[config.mk]
export PLATFORM = sky130hd
export DESIGN_NAME = aurora_link_supervisor
export DESIGN_NICKNAME = d
export VERILOG_FILES = /design/src/rtl/aurora_sup_pkg.sv /design/src/rtl/aurora_sync2.sv /design/src/rtl/aurora_link_supervisor.sv
export SDC_FILE = /design/constraint.sdc
export NUM_CORES = 1
export LEC_CHECK = 0
export ABC_CLOCK_PERIOD_IN_PS = 2600
export BUFFER_PORTS_ARGS = -buffer_cell sky130_fd_sc_hd__buf_2
export CORE_ASPECT_RATIO = 0.9
export CORE_MARGIN = 1.5
export CORE_UTILIZATION = 56
export CTS_BUF_LIST = sky130_fd_sc_hd__clkbuf_4
export DETAILED_ROUTE_END_ITERATION = 16
export PLACE_DENSITY = 0.89
export SLEW_MARGIN = 10
export SYNTH_ARGS = -nofsm -noshare
export SYNTH_HDL_FRONTEND = slang
export SYNTH_HIERARCHICAL = 1
export SYNTH_SLANG_ARGS = --single-unit
[constraint.sdc]
create_clock -name init_clk -period 2.6 [get_ports init_clk]
set_input_delay 0.39 -clock init_clk [delete_from_list [all_inputs] [get_ports init_clk]]
set_output_delay 0.39 -clock init_clk [all_outputs]
set_load 0.01 [all_outputs]
[src/rtl/aurora_sup_pkg.sv]
// Shared types and constants for the Aurora link supervisor.
package aurora_sup_pkg;

  // Ten states do not fit in three bits. The debug code folds FAIL onto IDLE
  // and RETRY onto RESET_HOLD.
  typedef enum logic [3:0] {
    ST_IDLE       = 4'h0,
    ST_RESET_HOLD = 4'h1,
    ST_GT_GAP     = 4'h2,
    ST_GT_PULSE   = 4'h3,
    ST_WAIT_LANE  = 4'h4,
    ST_WAIT_CHAN  = 4'h5,
    ST_STABLE     = 4'h6,
    ST_READY      = 4'h7,
    ST_FAIL       = 4'h8,
    ST_RETRY      = 4'h9
  } sup_state_e;

  localparam int unsigned START_LEN = 3;

  function automatic int unsigned max_u(input int unsigned a, input int unsigned b);
    return (a > b) ? a : b;
  endfunction

  function automatic logic [2:0] state_dbg_code(input sup_state_e s);
    logic [3:0] raw;
    raw = s;
    return raw[2:0];
  endfunction

endpackage

[src/rtl/aurora_sync2.sv]
// Two-flop synchronizer for level signals crossing into init_clk.
module aurora_sync2 #(
  parameter int unsigned W = 1
) (
  input  logic         init_clk,
  input  logic         RST,
  input  logic [W-1:0] d,
  output logic [W-1:0] q
);

  logic [W-1:0] meta;

  always_ff @(posedge init_clk) begin
    if (RST) begin
      meta <= '0;
      q    <= '0;
    end else begin
      meta <= d;
      q    <= meta;
    end
  end

endmodule

[src/rtl/aurora_link_supervisor.sv]
// Aurora bring-up supervisor: reset sequencing, link qualification, retry and fail.
module aurora_link_supervisor
  import aurora_sup_pkg::*;
#(
  parameter int unsigned LANES         = 1,
  parameter int unsigned PMA_WAIT      = 490,
  parameter int unsigned TX_HOLD       = 100,
  parameter int unsigned GT_GAP        = 10,
  parameter int unsigned GT_PULSE      = 10,
  parameter int unsigned LINK_TIMEOUT  = 4096,
  parameter int unsigned STABLE_CYCLES = 256,
  parameter int unsigned MAX_RETRIES   = 3
) (
  input  logic             init_clk,
  input  logic             RST,
  input  logic             enable,
  input  logic [LANES-1:0] lane_up,
  input  logic             channel_up,
  input  logic             hard_err,
  output logic             gt_reset,
  output logic             tx_reset,
  output logic             link_ready,
  output logic             start,
  output logic [3:0]       retry_count,
  output logic             fail,
  output logic [2:0]       state_dbg
);

  localparam int unsigned T_MAX = max_u(max_u(max_u(PMA_WAIT, TX_HOLD), max_u(GT_GAP, GT_PULSE)),
                                        max_u(LINK_TIMEOUT, STABLE_CYCLES));
  localparam int unsigned CW = $clog2(T_MAX) + 1;

  logic [LANES-1:0] lane_s;
  logic             chan_s;
  logic             herr_s;

  aurora_sync2 #(.W(LANES)) u_sync_lane (.init_clk(init_clk), .RST(RST), .d(lane_up),    .q(lane_s));
  aurora_sync2 #(.W(1))     u_sync_chan (.init_clk(init_clk), .RST(RST), .d(channel_up), .q(chan_s));
  aurora_sync2 #(.W(1))     u_sync_herr (.init_clk(init_clk), .RST(RST), .d(hard_err),   .q(herr_s));

  sup_state_e    state;
  sup_state_e    nxt;
  logic [CW-1:0] cnt;
  logic [CW-1:0] cnt_nxt;

  function automatic logic reached(input logic [CW-1:0] c, input int unsigned n);
    return (32'(c) + 32'd1) >= n;
  endfunction

  always_comb begin
    nxt = state;
    case (state)
      ST_IDLE:       if (enable) nxt = ST_RESET_HOLD;
      ST_RESET_HOLD: if (reached(cnt, PMA_WAIT)) nxt = ST_GT_GAP;
      ST_GT_GAP:     if (reached(cnt, GT_GAP)) nxt = ST_GT_PULSE;
      ST_GT_PULSE:   if (reached(cnt, GT_PULSE)) nxt = ST_WAIT_LANE;
      ST_WAIT_LANE: begin
        if (&lane_s) nxt = ST_WAIT_CHAN;
        else if (reached(cnt, LINK_TIMEOUT)) nxt = ST_RETRY;
      end
      ST_WAIT_CHAN: begin
        if (chan_s) nxt = ST_STABLE;
        else if (reached(cnt, LINK_TIMEOUT)) nxt = ST_RETRY;
      end
      // The WAIT_CHAN cycle that saw channel_up counts as the first stable cycle.
      ST_STABLE: begin
        if (herr_s || !chan_s) nxt = ST_RETRY;
        else if (reached(cnt, STABLE_CYCLES - 1)) nxt = ST_READY;
      end
      ST_READY:      if (herr_s || !chan_s) nxt = ST_RETRY;
      ST_RETRY:      nxt = (retry_count >= 4'(MAX_RETRIES)) ? ST_FAIL : ST_RESET_HOLD;
      ST_FAIL:       nxt = ST_FAIL;
      default:       nxt = ST_IDLE;
    endcase
    if (!enable) nxt = ST_IDLE;
    cnt_nxt = (nxt != state) ? '0 : ((cnt == '1) ? cnt : cnt + 1'b1);
  end

  always_ff @(posedge init_clk) begin
    if (RST) begin
      state       <= ST_IDLE;
      cnt         <= '0;
      gt_reset    <= 1'b1;
      tx_reset    <= 1'b1;
      link_ready  <= 1'b0;
      start       <= 1'b0;
      retry_count <= '0;
      fail        <= 1'b0;
      state_dbg   <= '0;
    end else begin
      state      <= nxt;
      cnt        <= cnt_nxt;
      state_dbg  <= state_dbg_code(nxt);
      gt_reset   <= 1'b1;
      tx_reset   <= 1'b0;
      link_ready <= 1'b0;
      start      <= 1'b0;
      fail       <= 1'b0;
      case (nxt)
        ST_IDLE, ST_RETRY: tx_reset <= 1'b1;
        ST_FAIL: begin
          tx_reset <= 1'b1;
          fail     <= 1'b1;
        end
        ST_RESET_HOLD: tx_reset <= (32'(cnt_nxt) < TX_HOLD);
        ST_GT_GAP, ST_WAIT_LANE, ST_WAIT_CHAN, ST_STABLE: gt_reset <= 1'b0;
        ST_READY: begin
          gt_reset   <= 1'b0;
          link_ready <= 1'b1;
          start      <= (32'(cnt_nxt) < START_LEN);
        end
        default: ;
      endcase
      if (nxt == ST_IDLE)
        retry_count <= '0;
      else if (state == ST_RETRY && nxt == ST_RESET_HOLD && retry_count < 4'(MAX_RETRIES))
        retry_count <= retry_count + 1'b1;
    end
  end

endmodule
==> impl_metrics.yaml <==
cts:
  htree_levels: 2
  cts_sinks: 32
  cts_hold_buf: 0
  cts_made_buffers: 5
  cts_buffer_depth: 2
  clock_latency_ns: 0.38
  tritoncts: "yes"
  clk_pin_slew_ns: 0.09
  root_buffer: "clkbuf_4"
synth:
  syn-cell-area_um2: 2218
  yosysTopAreaCell: "dfxtp_1"
  synth_ff_type: "dfxtp_1"
  syn-num-nets: 280
  synth_warnings: 6
  synthCells: 270
  yosys_register_bits: 32
  async_reset_ff_share_pct: 0
  synth_edf_count: 0
  synth_area_leaders: "dfxtp_1, nand2_1, nor2_1"
  yosysTopAreaCellShare_pct: 28.88
  synth_cell_types: 66
  syn_avg_cell_area_um2: 8.216
  ys_seq_area_share_pct: 28.88
drt:
  vias: 2685
  via_per_inst: 6.849
  firstDrtPassIters: 10
  wl_um: 8119
  wl_per_cell_um: 20.71
  drt_iter0_drc: 463
  drc: 0
  ant_nets: 0
worst_hold_path:
  holdPathStages: 2
  min-delay-path-class: "in -> reg"
  hold_path.startpoint: "lane_up"
  min_to: "u_sync_lane/meta"
setup_path:
  reg2reg_from: "cnt[0]"
  reg2reg_to: "cnt[6]"
  crit_type: "reg -> reg"
  endpoint_kind: "flip-flop"
  r2r_cells: 12
  cp.arrival_ns: 3.22
  r2r_setup_slack_ns: -0.33
  worst-path-max-fanout: 8
  start_kind: "flip-flop"
  cp.required_ns: 2.89
  startpoint: "cnt[0]"
cells_and_area:
  drive_above_1_share_pct: 44.80
  final_cell_mix: "buf_4, dfxtp_1, nand2_1, nor2_1, buf_2"
  antenna_cells: 0
  layout.nets: 355
  final_common_cell: "buf_4"
  fillers: 190
  area_delta_synth_final_pct: 37.39
grt:
  grtUsageMet2_pct: 55.77
  use_met3_pct: 7.419
  grt_pass1_vias: 2402
  grt_overflow: 0
  grt_antenna_before_repair: 0
  grt_busiest_layer: "met2"
  grt_use_total_pct: 34.34
  grt_util_met1_pct: 41.52
  grt_max_degree: 14
  grt_first_pass_wirelength_um: 11740
floorplan:
  core-area_um2: 3757
  die_w_um: 69.35
  initial_core_util_pct: 59.04
  dieArea_um2: 4349
  rows: 21
  die_y_um: 62.71
  ios: 18
timing:
  period_needed_ns: 2.928
  finalHoldViolations: 0
  finClkSkew_ns: 0.03325
  slew_headroom_pct: 59.57
  setup_ws_ns: -0.3279
  drv_slew: 0
  fin_setup_tns_ns: -4.552
  setup_viol: 19
  grt_setup_unrepaired: "yes"
  fin_crit_sh_pct: 112.6
  max_freq_ghz: 0.3415
  worst_pin_slew_ns: 0.6001
power_and_ir_drop:
  p_per_area_nw_per_um2: 345.2
  total_power_mw: 1.052
  leakage_nw: 1.201
  ir_drop_mv: 0.3169
run_status:
  status: "complete, but fails checks"
  violations: "setup timing"
place:
  hpwlAfterDp_um: 4850
  place.gp.congestion: 0.9395
  portBuffers: 17
run:
  drv_cap: 0
## cells by family (layout without fill, tap and decap cells)
group | after synthesis | after routing | synth area share [%]
AND/OR/NAND/NOR | 125 | 125 | 31.64
AO/OA/AOI/OAI | 65 | 65 | 23.01
flip-flops | 32 | 32 | 28.88
buffers and inverters | 32 | 108 | 9.362
XOR/XNOR | 10 | 10 | 3.948
adder cells (fa/ha/maj) | 4 | 4 | 2.256
multiplexers | 2 | 2 | 0.9025
## worst max-delay path, cell delays in order (launching register included)
cell and delay, ns:
dfxtp_4 0.38, buf_6 0.14, inv_4 0.04, ha_4 0.27, a32o_1 0.14, a221o_1 0.17, o221ai_2 0.14, o31ai_2 0.29
a31oi_1 0.20, or3_1 0.35, or3_4 0.47, buf_6 0.16, a21oi_2 0.09
## state kept, by name, summed over array words and instances (netlist names)
name	count
start	1
gt_reset	1
u_sync_herr/meta	1
u_sync_lane/q	1
u_sync_lane/meta	1
link_ready	1
retry_count	4
u_sync_chan/q	1
u_sync_herr/q	1
cnt	13
state_dbg	2
fail	1
tx_reset	1
state	2
u_sync_chan/meta	1
## synth_stat cells (2+ instances only)
cell,count
a211o_1,2
a211oi_1,4
a21oi_1,6
a21oi_2,8
a31oi_1,10
and2_1,5
and3_1,5
and4_1,3
and4_2,2
buf_2,3
buf_4,9
buf_6,4
clkbuf_1,4
dfxtp_1,32
ha_1,4
inv_1,9
mux2i_1,2
nand2_1,24
nand2b_1,6
nand3_1,10
nand4_1,5
nand4b_1,3
nor2_1,23
nor2_2,3
nor2b_1,7
nor3_1,9
nor4_1,7
o2111ai_1,2
o211ai_1,3
o21ai_0,6
o2bb2ai_1,2
o31ai_1,2
or2_2,5
xnor2_1,6
xor2_1,4
## worst max path at each step
stage | endpoint | cells after the start
final | cnt[6] | 12
after floorplan | cnt[7] | 12
after detailed placement | cnt[8] | 9
after global routing | cnt[6] | 12
after global placement | cnt[8] | 9
after CTS | cnt[10] | 11
## power by group
| group | leakage [nW] | internal [mW] | switching, mW |
|---|---|---|---|
| clock | 0.0403 | 0.196 | 0.192 |
| sequential | 0.262 | 0.499 | 0.00734 |
| combinational | 0.899 | 0.0746 | 0.0824 |
## metal layers
metal / vias up / wire (um)
met1: 1214 / 3016
met3: 87 / 866
li1: 1140 / -
met4: 0 / 572
met5: - / 0
met2: 244 / 3663
## metrics by stage
stage          area, um2  instances  setup slack, ns  hold slack [ns]  utilization, %
6_report            3048        392          -0.3279           0.2478           81.12
5_1_grt             3048        392          -0.4263           0.2515           81.12
4_1_cts             2964        391          -0.1714           0.2446           78.89
3_5_place_dp        2674        374          -0.3401           0.4204           71.16
3_3_place_gp        2674        374          -0.1886           0.4157           71.16
2_1_floorplan       2225        270         0.003219           0.4138               -
## layout make-up
type                            count  area, um2  area share, %
Clock buffer                        5      37.54          1.232
Clock inverter                      3      37.54          1.232
Inverter                            9      36.28          1.190
Multi-Input combinational cell    206       1568          51.44
Sequential cell                    32      648.1          21.26
Tap cell                           46      57.56          1.888
Timing Repair Buffer               91      663.1          21.76
## timing repair
action / CTS / global route
cloned: 0 / 0
setup buffers: 9 / 2
pin swaps: 11 / 14
gates resized for setup: 32 / 15
setup endpoints to repair: 19 / 18
Power figures use the tool's default switching activity.
